--- src/rtl/handshake_pkg.sv ---
// Shared definitions for the 4-phase req/ack CDC responder and its synchronizer.
package handshake_pkg;

  typedef enum logic [1:0] {
    ST_IDLE     = 2'd0,
    ST_PRESENT  = 2'd1,
    ST_WAIT_LOW = 2'd2
  } state_t;

  localparam int SYNC_STAGES_MIN = 2;

endpackage

--- src/rtl/handshake_rx_if.sv ---
// Bundle of the initiator-facing req/ack/data lines and the local valid/ready consumer port.
interface handshake_rx_if #(
  parameter int DATA_W = 8
);
  import handshake_pkg::*;

  logic              req_in;
  logic [DATA_W-1:0] data_in;
  logic              ack_out;
  logic [DATA_W-1:0] data_out;
  logic              data_valid;
  logic              data_ready;
  logic              busy;
  logic              proto_err;
  state_t            state;

  // master: environment (initiator + consumer); slave: the responder itself.
  modport master (
    output req_in, data_in, data_ready,
    input  ack_out, data_out, data_valid, busy, proto_err, state
  );

  modport slave (
    input  req_in, data_in, data_ready,
    output ack_out, data_out, data_valid, busy, proto_err, state
  );

endinterface

--- src/rtl/bit_sync.sv ---
// Multi-flop synchronizer for a single asynchronous level; resets to 0.
module bit_sync
  import handshake_pkg::*;
#(
  parameter int SYNC_STAGES = 2
) (
  input  logic clk,
  input  logic rst,
  input  logic d,
  output logic q
);

  // Fewer than two flops gives no metastability settling time, so clamp up.
  localparam int STAGES = (SYNC_STAGES < SYNC_STAGES_MIN) ? SYNC_STAGES_MIN : SYNC_STAGES;

  logic [STAGES-1:0] chain;

  always_ff @(posedge clk or negedge rst) begin
    if (!rst) chain <= '0;
    else      chain <= {chain[STAGES-2:0], d};
  end

  assign q = chain[STAGES-1];

endmodule

--- src/rtl/handshake_rx.sv ---
// Receiving side of a 4-phase req/ack CDC handshake: synchronizes req, captures the
// word, hands it to a local valid/ready consumer, then runs the ack return-to-zero.
module handshake_rx
  import handshake_pkg::*;
#(
  parameter int DATA_W      = 8,
  parameter int SYNC_STAGES = 2
) (
  input logic           clk,
  input logic           rst,
  handshake_rx_if.slave bus
);

  logic              req_s;
  state_t            state_q, state_d;
  logic              ack_q, ack_d;
  logic [DATA_W-1:0] data_q, data_d;
  logic              valid_q, valid_d;
  logic              err_q, err_d;

  bit_sync #(.SYNC_STAGES(SYNC_STAGES)) u_req_sync (
    .clk (clk),
    .rst (rst),
    .d   (bus.req_in),
    .q   (req_s)
  );

  // Consumer side: a word moves on a rising edge where data_valid and data_ready are
  // both 1; data_valid never drops and data_out never changes until that edge.
  always_comb begin
    state_d = state_q;
    ack_d   = ack_q;
    data_d  = data_q;
    valid_d = valid_q;
    err_d   = err_q;
    case (state_q)
      ST_IDLE: begin
        ack_d   = 1'b0;
        valid_d = 1'b0;
        if (req_s) begin
          data_d  = bus.data_in;
          valid_d = 1'b1;
          state_d = ST_PRESENT;
        end
      end
      ST_PRESENT: begin
        // Initiator withdrew req before we acked: flag it, but still deliver the word.
        if (!req_s) err_d = 1'b1;
        if (bus.data_ready) begin
          valid_d = 1'b0;
          ack_d   = 1'b1;
          state_d = ST_WAIT_LOW;
        end
      end
      ST_WAIT_LOW: begin
        if (!req_s) begin
          ack_d   = 1'b0;
          state_d = ST_IDLE;
        end
      end
      default: begin
        state_d = ST_IDLE;
        ack_d   = 1'b0;
        valid_d = 1'b0;
      end
    endcase
  end

  always_ff @(posedge clk or negedge rst) begin
    if (!rst) begin
      state_q <= ST_IDLE;
      ack_q   <= 1'b0;
      data_q  <= '0;
      valid_q <= 1'b0;
      err_q   <= 1'b0;
    end else begin
      state_q <= state_d;
      ack_q   <= ack_d;
      data_q  <= data_d;
      valid_q <= valid_d;
      err_q   <= err_d;
    end
  end

  assign bus.ack_out    = ack_q;
  assign bus.data_out   = data_q;
  assign bus.data_valid = valid_q;
  assign bus.busy       = (state_q != ST_IDLE);
  assign bus.proto_err  = err_q;
  assign bus.state      = state_q;

endmodule

--- src/flat_wrapper.sv ---
// flat-port wrapper written by rule: the top's interface ports become plain ports
module handshake_rx_flat import handshake_pkg::*;
#(
  parameter int DATA_W      = 8,
  parameter int SYNC_STAGES = 2
)
  (clk, rst, bus_req_in, bus_data_in, bus_data_ready, bus_ack_out, bus_data_out, bus_data_valid, bus_busy, bus_proto_err, bus_state);
  handshake_rx_if #(.DATA_W(DATA_W)) bus_i ();
  input logic clk;
  input logic rst;
  input wire logic [$bits(bus_i.req_in)-1:0] bus_req_in;
  input wire logic [$bits(bus_i.data_in)-1:0] bus_data_in;
  input wire logic [$bits(bus_i.data_ready)-1:0] bus_data_ready;
  output wire logic [$bits(bus_i.ack_out)-1:0] bus_ack_out;
  output wire logic [$bits(bus_i.data_out)-1:0] bus_data_out;
  output wire logic [$bits(bus_i.data_valid)-1:0] bus_data_valid;
  output wire logic [$bits(bus_i.busy)-1:0] bus_busy;
  output wire logic [$bits(bus_i.proto_err)-1:0] bus_proto_err;
  output wire logic [$bits(bus_i.state)-1:0] bus_state;
  assign bus_i.req_in = bus_req_in;
  assign bus_i.data_in = bus_data_in;
  assign bus_i.data_ready = bus_data_ready;
  assign bus_ack_out = bus_i.ack_out;
  assign bus_data_out = bus_i.data_out;
  assign bus_data_valid = bus_i.data_valid;
  assign bus_busy = bus_i.busy;
  assign bus_proto_err = bus_i.proto_err;
  assign bus_state = bus_i.state;
  handshake_rx #(.DATA_W(DATA_W), .SYNC_STAGES(SYNC_STAGES)) u_core (.clk(clk), .rst(rst), .bus(bus_i));
endmodule
--- config.mk ---
export PLATFORM = sky130hd
export DESIGN_NAME = handshake_rx_flat
export DESIGN_NICKNAME = d
export VERILOG_FILES = /design/src/rtl/handshake_pkg.sv /design/src/rtl/handshake_rx_if.sv /design/src/rtl/bit_sync.sv /design/src/rtl/handshake_rx.sv /design/src/flat_wrapper.sv
export SDC_FILE = /design/constraint.sdc
export NUM_CORES = 1
export LEC_CHECK = 0
export CAP_MARGIN = 10
export CORE_AREA = 2 2 39 41
export CTS_BUF_LIST = sky130_fd_sc_hd__clkbuf_8
export DETAILED_ROUTE_END_ITERATION = 10
export DIE_AREA = 0 0 41 43
export DONT_BUFFER_PORTS = 1
export SYNTH_ARGS = -nofsm -noshare
export SYNTH_HDL_FRONTEND = slang
export SYNTH_HIERARCHICAL = 1
export SYNTH_SLANG_ARGS = --single-unit
--- constraint.sdc ---
create_clock -name clk -period 1.8 [get_ports clk]
set_clock_uncertainty 0.15 [all_clocks]
set_input_delay 0.36 -clock clk [delete_from_list [all_inputs] [get_ports clk]]
set_output_delay 0.36 -clock clk [all_outputs]
set_load 0.02 [all_outputs]
==> results.py, run 1 <==
metrics = {
    "outcome": {
        "outcome": "finished clean",
    },
    "power_and_ir_drop": {
        "finalPower_mw": 1.32,
        "power.leakage_nw": 0.290,
        "ir_drop_mv": 0.984,
        "powerDensity_nw_per_um2": 1980,
    },
    "run": {
        "max_cap_viol_count": 0,
    },
    "die": {
        "rows": 14,
        "ios": 26,
        "fp.dieArea_um2": 1760,
        "core_area_um2": 1380,
        "die_x_um": 41,
        "start_util_pct": 41.8,
        "die-height_um": 43,
    },
    "routing": {
        "ant_nets": 0,
        "vias": 322,
        "remaining_drc_errors": 0,
        "wirelength_um": 953,
        "first_pass_iters": 4,
        "viasPerCell": 5.19,
        "wl_per_cell_um": 15.4,
        "first_iter_violations": 6,
    },
    "finish": {
        "antenna_cells": 0,
        "design_area_um2": 669,
        "finalNonFillerCells": 62,
        "nets": 59,
        "n_fill_cell": 119,
        "layout-drive-gt1-share_pct": 26.1,
        "area_growth_pct": 15.8,
    },
    "sta": {
        "hold_viol": 0,
        "relSlewSlack_pct": 57.0,
        "fmaxAchievable_mhz": 587,
        "drv_slew": 0,
        "rsz0062_at_grt": "false",
        "finalSetupTns_ns": 0,
        "setup_viol": 0,
        "worst_pin_slew_ns": 0.642,
        "fin_crit_ns": 1.70,
        "period_share_pct": 94.7,
    },
    "setup_path": {
        "worstSetupPathType": "reg -> out",
        "r2r-start": "u_core/bus.state[1]$_DFFE_PN0P_",
        "crit_required_ns": 1.29,
        "critical_path.startpoint": "u_core/bus.state[0]$_DFFE_PN0P_",
        "cp_slowest_cell": "dfrtp_1",
        "cp.arrival_ns": 1.19,
        "cp_max_fo": 8,
        "cp_slowest_stage_delay_ns": 0.40,
        "end_kind": "output port",
        "cp-start-kind": "register",
        "cp_cell_sequence": "buf_4, or2_2",
    },
    "clocking": {
        "clockBufferDepth": 2,
        "cts-root-buf": "clkbuf_8",
        "clkSlewWorstSetupHoldPaths_ns": 0.06,
        "post_cts_buffers": 0,
        "h-tree-depth": 1,
        "cts_buffers": 3,
        "clkLatencyLatePin_ns": 0.24,
        "clock-sinks": 15,
        "cts_tree": "built",
    },
    "logic_synthesis": {
        "yosys.cell_types.count": 18,
        "synthCells": 40,
        "ys_seq_elements": 15,
        "synth_top_cell_area_share_pct": 64.9,
        "synth_async_sr_flop_share_pct": 100,
        "synth_area_leaders": "dfrtp_1 (65%), mux2_2 (9.7%), mux2_1 (5.8%)",
        "yosys.area.top_type": "dfrtp_1",
        "synth_area_um2": 578,
        "ys_seq_area_share_pct": 64.9,
        "syn_avg_cell_area_um2": 14.5,
        "ys.flop_type": "dfrtp_1",
        "ys_warn_count": 6,
        "synth_edf_count": 0,
        "syn_nets": 52,
    },
    "worst_hold_path": {
        "worstHoldStart": "bus_data_ready",
        "hold_path_class": "in -> reg",
    },
    "grt": {
        "grt_pass1_vias": 339,
        "grt_antenna_before_repair": 0,
        "grt_pass1_wl_um": 1490,
        "grt_usage_pct": 13.1,
        "grt-ovfl-total": 0,
        "grt_max_degree": 16,
    },
    "place": {
        "dpl.hpwl_um": 721,
        "dp.cells": 56,
        "finalWeightedCongestion": 0.590,
        "io_buffers": 0,
        "post_dp_cell_area_um2": 604,
    },
}
-- critical path, delay by kind of cell (launching register included) --
family / cells / cell delay (ns)
flip-flops: 1 / 0.40
AND/OR/NAND/NOR: 1 / 0.36
buffers and inverters: 1 / 0.19
-- power by group --
part,switching (mW),internal [mW],leakage [nW]
clock network,0.103,0.150,0.0269
registers,0.260,0.475,0.176
logic,0.166,0.169,0.0863
-- area by class of cell --
class / count / area [um^2] / area share, %
clock buffer: 3 / 41.3 / 6.17
sequential: 15 / 375 / 56.1
tap: 16 / 20.0 / 2.99
multi-input combinational: 21 / 186 / 27.9
inverter: 2 / 7.51 / 1.12
clock inverter: 1 / 3.75 / 0.561
timing repair buffer: 4 / 35.0 / 5.23
-- synthesized netlist by cell type (2+ instances only) --
master	instances
dfrtp_1	15
inv_1	2
mux2_1	3
mux2_2	5
nor2_1	2
-- sequential cells by signal (all words and copies together), names as in the netlist --
name,cells
u_core/bus.state,2
u_core/bus.ack_out,1
u_core/bus.data_out,8
u_core/bus.data_valid,1
u_core/bus.proto_err,1
u_core/u_req_sync/chain,2
-- through the flow --
stage,hold WS (ns),worst slack (ns),util [%]
after floorplan,-0.0856,0.170,-
after global placement,-0.0852,0.302,43.7
after detailed placement,-0.0852,0.244,43.7
after CTS,0.0552,0.0832,48.4
after global routing,0.0688,0.0444,48.4
final,0.0617,0.0961,48.4
-- metal layers --
metal / track usage (%) / vias up / share of wire (%)
met5: 0 / - / 0
met4: 8.00 / 0 / 0
met3: 4.71 / 0 / 6.5
met2: 19.7 / 11 / 53
met1: 15.0 / 159 / 40
li1: - / 152 / -
-- cells by family after synthesis --
group | after synthesis | share of synthesized area (%)
AO/OA/AOI/OAI | 5 | 6.06
buffers and inverters | 4 | 2.81
flip-flops | 15 | 64.9
multiplexers | 9 | 17.3
AND/OR/NAND/NOR | 7 | 8.88
-- final timing paths --
check / slack [ns] / depth (start not counted) / end
worst min-delay path: 0.06 / 1 / u_core/bus.state[0]$_DFFE_PN0P_
min in group asynchronous: 0.43 / 1 / u_core/bus.state[0]$_DFFE_PN0P_
worst max-delay path: 0.1 / 2 / bus_busy
max in group asynchronous: 0.65 / 1 / u_core/bus.data_out[6]$_DFFE_PN0P_
worst max register to register: 0.22 / 2 / u_core/bus.data_out[6]$_DFFE_PN0P_
worst min register to register: 0.20 / 0 / u_core/u_req_sync/chain[1]$_DFF_PN0_
-- cells in the final DEF (no fill, tap or decap), drive strengths merged --
cell,n
dfrtp,15
mux2,8
clkbuf,3
inv,3
buf,2
nor2,2
dlygate4sd3,2
or2,1
a211oi,1
nand2,1
nand2b,1
o22ai,1
nand4b,1
o21ai,1
nor3b,1
mux2i,1
o32ai,1
o21bai,1
-- repair_timing --
item	4_1_cts	5_1_grt
hold endpoints to repair	16	0
hold buffers	2	0
resized for setup	0	0
No activity file was read; power rests on OpenSTA's default activity.
==> run 2, diff against run 1 <==
--- a/config.mk
+++ b/config.mk
@@ -11,6 +11,7 @@
 export DETAILED_ROUTE_END_ITERATION = 10
 export DIE_AREA = 0 0 41 43
 export DONT_BUFFER_PORTS = 1
+export PLACE_DENSITY = 0.55
 export SYNTH_ARGS = -nofsm -noshare
 export SYNTH_HDL_FRONTEND = slang
 export SYNTH_HIERARCHICAL = 1
==> constraint.sdc (replaced) <==
create_clock -name clk -period 1.84 [get_ports clk]
set_clock_uncertainty 0.15 [all_clocks]
set_input_delay 0.368 -clock clk [delete_from_list [all_inputs] [get_ports clk]]
set_output_delay 0.368 -clock clk [all_outputs]
set_load 0.02 [all_outputs]
==> run 2 against run 1 <==
Net effect: core utilization stayed put; total power shrank 2.3%; worst setup slack improved by 0.027 ns; hold slack improved by 0.019 ns; die area unchanged; register-to-register slack improved by 0.12 ns; non-clock buffer count unchanged; first-iteration DRC count grew to 2.8 times the previous value; clock power fell by 4%; cell count stayed put; sequential share of layout area unchanged; largest power group unchanged.
==> results.py, run 2 (synthesis gave the netlist of run 1 again) <==
metrics = {
    "routing": {
        "wirelength_um": 953,
        "ant_nets": 0,
        "viasPerCell": 5.42,
        "first_pass_iters": 3,
        "first_iter_violations": 17,
        "wl_per_cell_um": 15.4,
        "vias": 336,
        "remaining_drc_errors": 0,
    },
    "setup_path": {
        "r2r-start": "u_core/u_req_sync/chain[1]$_DFF_PN0_",
        "crit_required_ns": 1.32,
        "critical_path.startpoint": "u_core/bus.state[0]$_DFFE_PN0P_",
        "cp_cell_sequence": "buf_4, or2_2",
        "end_kind": "output port",
        "cp.arrival_ns": 1.20,
        "cp-start-kind": "register",
        "crit_path_end": "bus_busy",
        "cp_slowest_cell": "dfrtp_1",
        "worstSetupPathType": "reg -> out",
        "r2r-end": "u_core/bus.data_out[1]$_DFFE_PN0P_",
        "reg2reg_slack_ns": 0.34,
        "r2r_cells": 2,
        "cp_max_fo": 8,
        "cp_slowest_stage_delay_ns": 0.41,
    },
    "sta": {
        "hold_ws_ns": 0.0802,
        "fmaxAchievable_mhz": 583,
        "finalSetupTns_ns": 0,
        "period_share_pct": 93.3,
        "hold_viol": 0,
        "drv_slew": 0,
        "relSlewSlack_pct": 57.4,
        "worst_pin_slew_ns": 0.637,
        "setup_viol": 0,
        "fin_crit_ns": 1.72,
        "rsz0062_at_grt": "false",
    },
    "run": {
        "max_cap_viol_count": 0,
    },
    "clocking": {
        "h-tree-depth": 1,
        "clkLatencyLatePin_ns": 0.24,
        "clock-sinks": 15,
        "clockBufferDepth": 2,
        "clkSlewWorstSetupHoldPaths_ns": 0.05,
        "cts-root-buf": "clkbuf_8",
        "cts_buffers": 3,
        "post_cts_buffers": 0,
        "cts_tree": "built",
    },
    "worst_hold_path": {
        "hold_path_class": "in -> reg",
    },
    "finish": {
        "largest_reg_flops": 8,
        "nets": 59,
        "final_common_cell": "dfrtp_1",
        "post-route-util_pct": 48.4,
        "n_fill_cell": 133,
        "antenna_cells": 0,
        "area_growth_pct": 15.8,
        "most-common-layout-cells": "dfrtp_1 (15), mux2_2 (5), clkbuf_8 (3), inv_1 (3), mux2_1 (3)",
        "layout-drive-gt1-share_pct": 26.1,
        "finalNonFillerCells": 62,
    },
    "die": {
        "die_x_um": 41,
        "fp.dieArea_um2": 1760,
        "start_util_pct": 41.8,
        "core_area_um2": 1380,
        "die-height_um": 43,
        "ios": 26,
        "rows": 14,
    },
    "grt": {
        "grt_usage_pct": 12.2,
        "grt_antenna_before_repair": 0,
        "grt_pass1_vias": 360,
        "grt_pass1_wl_um": 1400,
        "busiest_layer": "met2",
        "gr-usage-met3_pct": 5.76,
        "grt_use_met2_pct": 19.1,
        "grt-ovfl-total": 0,
        "grt_max_degree": 16,
        "use_met1_pct": 13.1,
    },
    "place": {
        "dp.cells": 56,
        "finalWeightedCongestion": 0.683,
        "dpl.hpwl_um": 760,
        "io_buffers": 0,
    },
    "power_and_ir_drop": {
        "finalPower_mw": 1.29,
        "powerDensity_nw_per_um2": 1930,
        "ir_drop_mv": 0.815,
        "power.leakage_nw": 0.290,
    },
    "outcome": {
        "outcome": "finished clean",
    },
}
[run 2: report_power, final]
group          total (mW)  internal [mW]  switching [mW]
clock network       0.244          0.147          0.0968
logic               0.344          0.166           0.178
registers           0.705          0.465           0.240
total                1.29          0.778           0.515
[run 2: through the flow]
stage	setup slack, ns	area, um^2
after floorplan	0.210	578
after global placement	0.379	604
after detailed placement	0.324	604
after CTS	0.109	669
after global routing	0.0840	669
final	0.123	669
[run 2: layout make-up]
class	count	area, um^2	area share (%)
multi-input combinational	21	186	27.9
clock buffer	3	41.3	6.17
tap	16	20.0	2.99
clock inverter	1	3.75	0.561
inverter	2	7.51	1.12
sequential	15	375	56.1
timing repair buffer	4	35.0	5.23
[run 2: worst min-delay path by stage]
| stage | startpoint | to | slack (ns) | depth (start not counted) |
|---|---|---|---|---|
| final | bus_data_ready | u_core/bus.state[0]$_DFFE_PN0P_ | 0.08 | 1 |
| after global routing | bus_data_ready | u_core/bus.state[0]$_DFFE_PN0P_ | 0.08 | 1 |
| after CTS | bus_data_ready | u_core/bus.state[0]$_DFFE_PN0P_ | 0.07 | 1 |
| after detailed placement | rst | u_core/bus.data_out[7]$_DFFE_PN0P_ | -0.08 | 0 |
| after global placement | rst | u_core/bus.data_out[3]$_DFFE_PN0P_ | -0.08 | 0 |
| after floorplan | rst | u_core/bus.ack_out$_DFFE_PN0P_ | -0.08 | 0 |
[run 2: layer usage]
metal / vias to the layer above / part of all wire [%]
met5: - / 0
li1: 152 / -
met3: 2 / 9.3
met4: 0 / 0.42
met2: 16 / 52
met1: 166 / 38
[run 2: critical path: cells and delay by family, from the launching register on]
family        cells  cell delay (ns)
simple gates      1             0.36
flops             1             0.41
buf+inv           1             0.19
[run 2: what timing repair did]
action | CTS | global route
resized for setup | 0 | 0
endpoints found under the hold margin | 16 | 0
hold buffers | 2 | 0
==> run 3, diff against run 2 <==
--- a/config.mk
+++ b/config.mk
@@ -5,13 +5,16 @@
 export SDC_FILE = /design/constraint.sdc
 export NUM_CORES = 1
 export LEC_CHECK = 0
+export ABC_AREA = 1
 export CAP_MARGIN = 10
 export CORE_AREA = 2 2 39 41
 export CTS_BUF_LIST = sky130_fd_sc_hd__clkbuf_8
+export CTS_CLUSTER_SIZE = 14
 export DETAILED_ROUTE_END_ITERATION = 10
 export DIE_AREA = 0 0 41 43
 export DONT_BUFFER_PORTS = 1
-export PLACE_DENSITY = 0.55
+export PLACE_DENSITY = 0.56
+export SLEW_MARGIN = 40
 export SYNTH_ARGS = -nofsm -noshare
 export SYNTH_HDL_FRONTEND = slang
 export SYNTH_HIERARCHICAL = 1
==> run 3 against run 2 <==
Net effect: via count grew 23%; first-iteration DRC count shrank 65%; hold slack gained 0.034 ns; largest cell class unchanged; critical endpoint unchanged.
==> results.py, run 3 <==
metrics = {
    "outcome": {
        "outcome": "finished clean",
    },
    "logic_synthesis": {
        "ys.flop_type": "dfrtp_1",
        "syn_nets": 74,
        "ys_seq_area_share_pct": 64.0,
        "synth-simple-area-share_pct": 29.2,
        "syn_avg_cell_area_um2": 9.46,
        "yosysMostFrequentCell": "nand2_1",
        "synth_top_cell_area_share_pct": 64.0,
        "synth_top_family_by_area": "simple AND/OR/NAND/NOR gates",
        "synth_compound_area_share_pct": 2.13,
        "synth_async_sr_flop_share_pct": 100,
        "synth_area_leaders": "dfrtp_1 (64%), nand2_1 (16%), nand3_1 (9.4%)",
        "synth_area_um2": 587,
        "synth_edf_count": 0,
        "ys_warn_count": 6,
        "synth_common_cells": "nand2_1 (25), dfrtp_1 (15), nand3_1 (11), inv_1 (6)",
        "yosys.cell_types.count": 9,
        "yosys.area_share.xor_xnor_pct": 0,
        "synthMuxAreaShare_pct": 0,
        "post_synth_fa_ha_maj_area_fraction_pct": 0,
        "ys_seq_elements": 15,
        "synthCells": 62,
        "yosys.area.top_type": "dfrtp_1",
    },
    "power_and_ir_drop": {
        "pwr-share-clk_pct": 19.8,
        "pwr-share-seq_pct": 54.6,
        "power.leakage_nw": 0.370,
        "switchingPower_mw": 0.570,
        "ir_drop_mv": 0.876,
        "powerDensity_nw_per_um2": 1890,
        "p_sw_share_pct": 44.6,
        "p_comb_share_pct": 25.6,
        "intPower_mw": 0.708,
    },
    "setup_path": {
        "r2r-end": "u_core/bus.data_out[0]$_DFFE_PN0P_",
        "cp_max_fo": 10,
        "cp_cell_sequence": "nor2_4, inv_1",
        "reg2reg_slack_ns": 0.46,
        "crit_required_ns": 1.32,
        "r2r-start": "u_core/bus.state[0]$_DFFE_PN0P_",
        "cp_slowest_stage_delay_ns": 0.52,
        "r2r_cells": 4,
        "end_kind": "output port",
        "cp-start-kind": "register",
        "cp.arrival_ns": 1.26,
        "cp_slowest_cell": "dfrtp_1",
        "worstSetupPathType": "reg -> out",
    },
    "sta": {
        "fmaxAchievable_mhz": 562,
        "rsz0062_at_grt": "false",
        "period_share_pct": 96.8,
        "setup_viol": 0,
        "finalSetupTns_ns": 0,
        "hold_ws_ns": 0.114,
        "worst_pin_slew_ns": 0.684,
        "drv_slew": 0,
        "hold_viol": 0,
        "relSlewSlack_pct": 54.2,
        "fin_crit_ns": 1.78,
        "fin_ws_ns": 0.0595,
    },
    "die": {
        "fp.dieArea_um2": 1760,
        "start_util_pct": 42.4,
        "ios": 26,
        "die-height_um": 43,
        "rows": 14,
        "die_x_um": 41,
        "core_area_um2": 1380,
    },
    "grt": {
        "grt_max_degree": 16,
        "grt-ovfl-total": 0,
        "grt_antenna_before_repair": 0,
        "grt_usage_pct": 14.9,
        "grt_pass1_vias": 413,
        "grt_pass1_wl_um": 1740,
    },
    "clocking": {
        "clock-sinks": 15,
        "cts_resized": 0,
        "clkLatencyLatePin_ns": 0.24,
        "cts_tree": "built",
        "cts_buffers": 3,
        "clkSlewWorstSetupHoldPaths_ns": 0.06,
        "cts-root-buf": "clkbuf_8",
        "post_cts_buffers": 0,
        "clockBufferDepth": 2,
        "h-tree-depth": 1,
    },
    "routing": {
        "vias": 413,
        "remaining_drc_errors": 0,
        "first_pass_iters": 3,
        "first_iter_violations": 6,
        "wl_per_cell_um": 13.6,
        "wirelength_um": 1140,
        "viasPerCell": 4.92,
        "ant_nets": 0,
    },
    "finish": {
        "area_growth_pct": 14.9,
        "largest_reg_flops": 8,
        "antenna_cells": 0,
        "layout-drive-gt1-share_pct": 8.82,
        "post-route-util_pct": 48.7,
        "most-common-layout-cells": "nand2_1 (25), dfrtp_1 (15), nand3_1 (11)",
        "nets": 81,
        "final_common_cell": "nand2_1",
    },
    "place": {
        "dpl.hpwl_um": 764,
        "dp_slack_ns": 0.318,
        "finalWeightedCongestion": 0.677,
        "io_buffers": 0,
    },
    "worst_hold_path": {
        "worstHoldPathCells": 2,
        "worstHoldStart": "bus_data_in[7]",
        "hold_path_class": "in -> reg",
        "min_to": "u_core/bus.data_out[7]$_DFFE_PN0P_",
    },
    "run": {
        "max_cap_viol_count": 0,
    },
}
-- run 3: cell types whose count changed after synthesis, sizes merged, moves of 4 or more --
cell	change
inv	+4
mux2	-8
nand3	+11
nand2	+25
-- run 3: repair_timing --
action	CTS	global route
endpoints found under the setup margin	0	0
hold buffers	2	0
endpoints found under the hold margin	16	0
-- run 3: logic make-up after synthesis --
group | count (synthesis)
AOI/OAI and AO/OA | 2
buffers and inverters | 7
DFF | 15
and+or+nand+nor | 38
-- run 3: final cells by class --
| class | count | area, um^2 |
|---|---|---|
| timing repair buffer | 3 | 27.5 |
| clock buffer | 3 | 41.3 |
| tap | 16 | 20.0 |
| multi-input combinational | 40 | 184 |
| inverter | 6 | 22.5 |
| clock inverter | 1 | 3.75 |
| fill | 131 | 709 |
| sequential | 15 | 375 |
-- run 3: critical path: cells and delay by family, from the launching register on --
kind          cells  cell delay, ns
flops             1            0.52
simple gates      1            0.32
buf+inv           1            0.18
-- run 3: how the worst max path moves through the flow --
stage                           to  slack [ns]                             from  depth (start not counted)
after floorplan           bus_busy        0.43  u_core/bus.state[0]$_DFFE_PN0P_                          2
after global placement    bus_busy        0.35  u_core/bus.state[0]$_DFFE_PN0P_                          2
after detailed placement  bus_busy        0.32  u_core/bus.state[0]$_DFFE_PN0P_                          2
after CTS                 bus_busy        0.05  u_core/bus.state[0]$_DFFE_PN0P_                          2
after global routing      bus_busy       0.007  u_core/bus.state[0]$_DFFE_PN0P_                          2
final                     bus_busy        0.06  u_core/bus.state[0]$_DFFE_PN0P_                          2
-- run 3: power groups by stage --
stage	registers, mW	logic, mW	clock network (mW)
global placement	0.702	0.314	0
global route	0.716	0.372	0.276
detailed placement	0.705	0.323	0
CTS	0.701	0.333	0.260
finish	0.698	0.327	0.253
floorplan	0.696	0.242	0
-- run 3: metal layers --
layer  up-vias  routed length, um  track usage, %
met5         -                  0               0
met4         0                  8            10.0
met3         2                 82            3.66
met2        15                542            21.3
met1       191                507            19.0
li1        205                  -               -
-- run 3: per-stage QoR --
step / area (um^2) / total power, mW / instances
finish: 674 / 1.28 / 84
global route: 674 / 1.36 / 84
CTS: 674 / 1.29 / 84
detailed placement: 609 / 1.03 / 78
global placement: 609 / 1.02 / 78
floorplan: 587 / 0.938 / 62
